### config.mk
export PLATFORM = sky130hd
export DESIGN_NAME = sreg_sipo_rx
export DESIGN_NICKNAME = d
export VERILOG_FILES = /design/src/rtl/sreg_sipo_rx.sv
export SDC_FILE = /design/constraint.sdc
export NUM_CORES = 1
export LEC_CHECK = 0
export ABC_AREA = 1
export CORE_MARGIN = 3
export CORE_UTILIZATION = 44
export DETAILED_ROUTE_END_ITERATION = 16
export PLACE_DENSITY_LB_ADDON = 0.2
export SLEW_MARGIN = 40
export SYNTH_ARGS = -nofsm -noshare
export SYNTH_HDL_FRONTEND = slang
export SYNTH_SLANG_ARGS = --single-unit
### constraint.sdc
create_clock -name sys_clk -period 1.2 [get_ports sys_clk]
set_clock_uncertainty 0.1 [all_clocks]
set_input_delay 0.18 -clock sys_clk [delete_from_list [all_inputs] [get_ports sys_clk]]
set_output_delay 0.18 -clock sys_clk [all_outputs]
set_load 0.01 [all_outputs]
### src/rtl/sreg_sipo_rx.sv
// Serial-in, parallel-out deserializer: receive end of the shift-register
// serial link. Reassembles WIDTH-bit words from a single-bit stream and
// presents each completed word through a valid/ready holding register,
// with a sticky overrun flag for words that replace an unconsumed one.
module sreg_sipo_rx #(
    parameter int WIDTH     = 8,
    parameter int MSB_FIRST = 1,
    parameter int SYNC_MODE = 1
) (
    input  logic             sys_clk,
    input  logic             sys_rst,
    input  logic             sin,
    input  logic             sin_en,
    input  logic             frame_start,
    output logic [WIDTH-1:0] dout,
    output logic             dout_valid,
    input  logic             dout_ready,
    output logic             overrun,
    input  logic             overrun_clr,
    output logic             busy
);

    localparam int                CNT_W    = $clog2(WIDTH + 1);
    localparam logic [CNT_W-1:0] CNT_LAST = CNT_W'(WIDTH - 1);
    localparam logic [CNT_W-1:0] CNT_ONE  = CNT_W'(1);

    typedef enum logic {
        IDLE  = 1'b0,
        SHIFT = 1'b1
    } state_t;

    state_t           state;
    logic [WIDTH-1:0] shift_q;
    logic [CNT_W-1:0] cnt;

    logic [WIDTH-1:0] shift_nxt;
    logic [WIDTH-1:0] shift_fresh;
    logic             word_done;

    // Insert one bit at the end of the register that the bit order dictates,
    // so the first bit of a word finishes in dout[WIDTH-1] (MSB first) or dout[0].
    function automatic logic [WIDTH-1:0] shift_in(input logic [WIDTH-1:0] cur,
                                                   input logic             b);
        if (MSB_FIRST != 0)
            return {cur[WIDTH-2:0], b};
        else
            return {b, cur[WIDTH-1:1]};
    endfunction

    // Candidate register contents and word-completion detect for this edge;
    // a frame_start restarts the word, so it never completes one.
    always_comb begin
        shift_nxt   = shift_in(shift_q, sin);
        shift_fresh = shift_in('0, sin);
        word_done   = sin_en && !frame_start && (state == SHIFT) && (cnt == CNT_LAST);
    end

    // Receive FSM, bit counter, output holding register and overrun flag.
    always_ff @(posedge sys_clk) begin
        if (sys_rst) begin
            state      <= (SYNC_MODE != 0) ? IDLE : SHIFT;
            shift_q    <= '0;
            cnt        <= '0;
            dout       <= '0;
            dout_valid <= 1'b0;
            overrun    <= 1'b0;
        end else begin
            if (sin_en) begin
                if (frame_start) begin
                    // New word boundary: any partial word is dropped silently.
                    shift_q <= shift_fresh;
                    cnt     <= CNT_ONE;
                    state   <= SHIFT;
                end else if (state == SHIFT) begin
                    shift_q <= shift_nxt;
                    if (cnt == CNT_LAST) begin
                        cnt   <= '0;
                        state <= (SYNC_MODE != 0) ? IDLE : SHIFT;
                    end else begin
                        cnt <= cnt + 1'b1;
                    end
                end
            end

            // Newest word always wins the holding register; completion keeps
            // dout_valid high even when the old word is consumed on this edge.
            if (word_done) begin
                dout       <= shift_nxt;
                dout_valid <= 1'b1;
            end else if (dout_valid && dout_ready) begin
                dout_valid <= 1'b0;
            end

            // Set has priority over clear.
            if (word_done && dout_valid && !dout_ready)
                overrun <= 1'b1;
            else if (overrun_clr)
                overrun <= 1'b0;
        end
    end

    // A word is in progress once at least one of its bits has been taken.
    assign busy = (state == SHIFT) && (cnt != '0);

endmodule

==> results.cfg <==
[outcome]
status = finished with violations
violations = negative setup slack

[worst_setup_path]
critPathBufInv = 2
crit_arrival_ns = 1.61
crit_fanout = 5
reg2reg_from = cnt[1]
worstSetupPathType = reg -> reg
required_ns = 1.36
max_stage_delay_ns = 0.37
crit_chain = buf_6, ha_4, nand2_4, nor2_4, inv_4, nor2_8, nand2_2, a21oi_2
startpoint_type = flip-flop
critPathLaunch = cnt[1]
critPathTopFamily = simple AND/OR/NAND/NOR gates
end_kind = flip-flop
cpMaxStageDelayCell = dfxtp_4

[logic_synthesis]
ys_async_sr_fraction_pct = 0
netlist_area_um2 = 905
ys_seq_area_share_pct = 48.7
synth_edf_count = 0
synth_ff_type = dfxtp_1
synthCells = 117
syn_avg_cell_area_um2 = 7.73
synth_cell_types = 20
yosys_register_bits = 22
synth.net_count = 126
ys.warnings.count = 0

[clocking]
cts.sinks = 22
clockBufferDepth = 2
cts_hold_buf = 0
h-tree-depth = 1
clk_latency_ns = 0.31
cts_tree = done
cts_made_buffers = 3
cts.reportedPaths.clkPinSlew_ns = 0.13
cts_root_buffer = clkbuf_4

[floorplan]
start_util_pct = 49.2
core_um2 = 1840
dieArea_um2 = 2640
rows = 15
io_pins = 18
die_h_um = 51.3
die_width_um = 51.3

[layout]
layout-drive-gt1-share_pct = 36.8
antenna_cells = 0
area_delta_synth_final_pct = 51.5
nFillCells = 140
post-route-util_pct = 74.5
nNetsFinal = 162

[timing]
fin_setup_tns_ns = -2.93
period_minus_slack_ns = 1.45
slew_violations = 0
period_share_pct = 121
setup_violations = 14
hold_viol_final = 0
maxSlewHeadroom_pct = 74.1
hold_ws_ns = 0.320
fmax_mhz = 691
rsz0062_at_grt = true
worst_pin_slew_ns = 0.388
fin_ws_ns = -0.247

[drt]
wl_met1_um = 926
drt_iter0_drc = 11
first_pass_iters = 4
wl_per_cell_um = 13.6
wl_mm = 2.41
met2_length_mm = 1.32
route.vias.total = 904
ant_nets = 0
vias_per_cell = 5.11
top_layer_used = met4
wl_met3_um = 124
drcViolationCount = 0

[placement]
finalWeightedCongestion = 0.820
place_ws_ns = -0.357
io_buffers = 17
dpl.hpwl_mm = 1.54

[grt]
antenna_found_initial = 0
groute.usage.overall_pct = 19.7
grt_max_degree = 14
grt_pass1_vias = 882
grt_pass1_wl_mm = 3.87
grt-ovfl-total = 0

[power_and_ir_drop]
power_density_nw_per_um2 = 998
ir_drop_mv = 0.733
power.leakage_uw = 0.000591

[hold_path]
hold_start = frame_start
min_path_type = in -> reg

[job]
maxCapViolCount = 0
final cells by class:
class	count	area, um^2	share of cell area [%]
Tap cell	25	31.3	2.28
Multi-Input combinational cell	81	497	36.3
Clock buffer	4	47.5	3.47
Inverter	12	50.0	3.65
Sequential cell	22	450	32.9
Timing Repair Buffer	33	294	21.5
metal layers:
metal | vias up | GRT usage [%]
met1 | 422 | 21.1
met5 | - | 0
met2 | 32 | 37.8
li1 | 446 | -
met4 | 0 | 7.86
met3 | 4 | 2.92
metrics by stage:
| stage | instances | total power [uW] | cell area, um^2 |
|---|---|---|---|
| CTS | 176 | 1360 | 1340 |
| detailed placement | 171 | 872 | 1240 |
| global placement | 171 | 867 | 1240 |
| finish | 177 | 1370 | 1370 |
| floorplan | 117 | 809 | 922 |
| global route | 177 | 1420 | 1370 |
timing repair:
action,4_1_cts,5_1_grt
setup endpoints to repair,33,33
pin swaps,4,12
setup buffers,0,2
gates cloned,1,0
gates resized for setup,51,20
Yosys cell counts, types with 2 or more instances:
library cell / number / area (um^2)
o21ai_0: 11 / 55.1
nand2_2: 3 / 18.8
inv_1: 10 / 37.5
nand2_1: 19 / 71.3
dfxtp_1: 22 / 440
nor2_1: 23 / 86.3
a21oi_1: 12 / 60.1
ha_1: 2 / 25.0
nand3_1: 3 / 15.0
inv_2: 2 / 7.51
cell families (layout without fill, tap and decap cells):
group | after synthesis | in the layout | synth area share, %
buffers and inverters | 15 | 49 | 6.36
AO/OA/AOI/OAI | 26 | 26 | 14.9
flip-flops | 22 | 22 | 48.7
AND/OR/NAND/NOR | 52 | 53 | 27.2
adder cells (fa/ha/maj) | 2 | 2 | 2.77
where the power goes:
group | total [uW] | switching [uW] | internal [uW]
Combinational | 140 | 74.5 | 65.3
Sequential | 744 | 6.81 | 737
Clock | 484 | 229 | 254
worst register-to-register path, stage by stage, from the launching register on:
cell and delay, ns:
dfxtp_4 0.37, buf_6 0.11, ha_4 0.15, nand2_4 0.06
nor2_4 0.21, inv_4 0.10, nor2_8 0.15, nand2_2 0.06
a21oi_2 0.10
flip-flops by register name (all words and copies together), names as in the netlist:
register,cells
dout,8
shift_q,7
cnt,4
dout_valid,1
overrun,1
state,1
cell usage in the layout (no fill, tap or decap), types with 2 or more instances in the layout:
master,instances
a21oi_1,11
a21oi_2,2
buf_4,9
buf_6,6
clkbuf_2,5
clkbuf_4,3
clkdlybuf4s15_1,4
clkdlybuf4s50_1,4
dfxtp_1,16
dfxtp_2,5
dlygate4sd2_1,2
ha_4,2
inv_1,8
inv_2,2
inv_4,2
nand2_1,17
nand2_2,3
nand2_4,2
nand3_1,2
nor2_1,22
nor2_4,3
o21ai_1,7
o21ai_2,3
final timing paths:
kind / end / slack, ns / depth (start not counted)
max reg2reg: overrun / -0.25 / 8
max: overrun / -0.25 / 8
min reg2reg: dout[0] / 0.37 / 2
min: state / 0.32 / 3
Power figures use the tool's default switching activity.
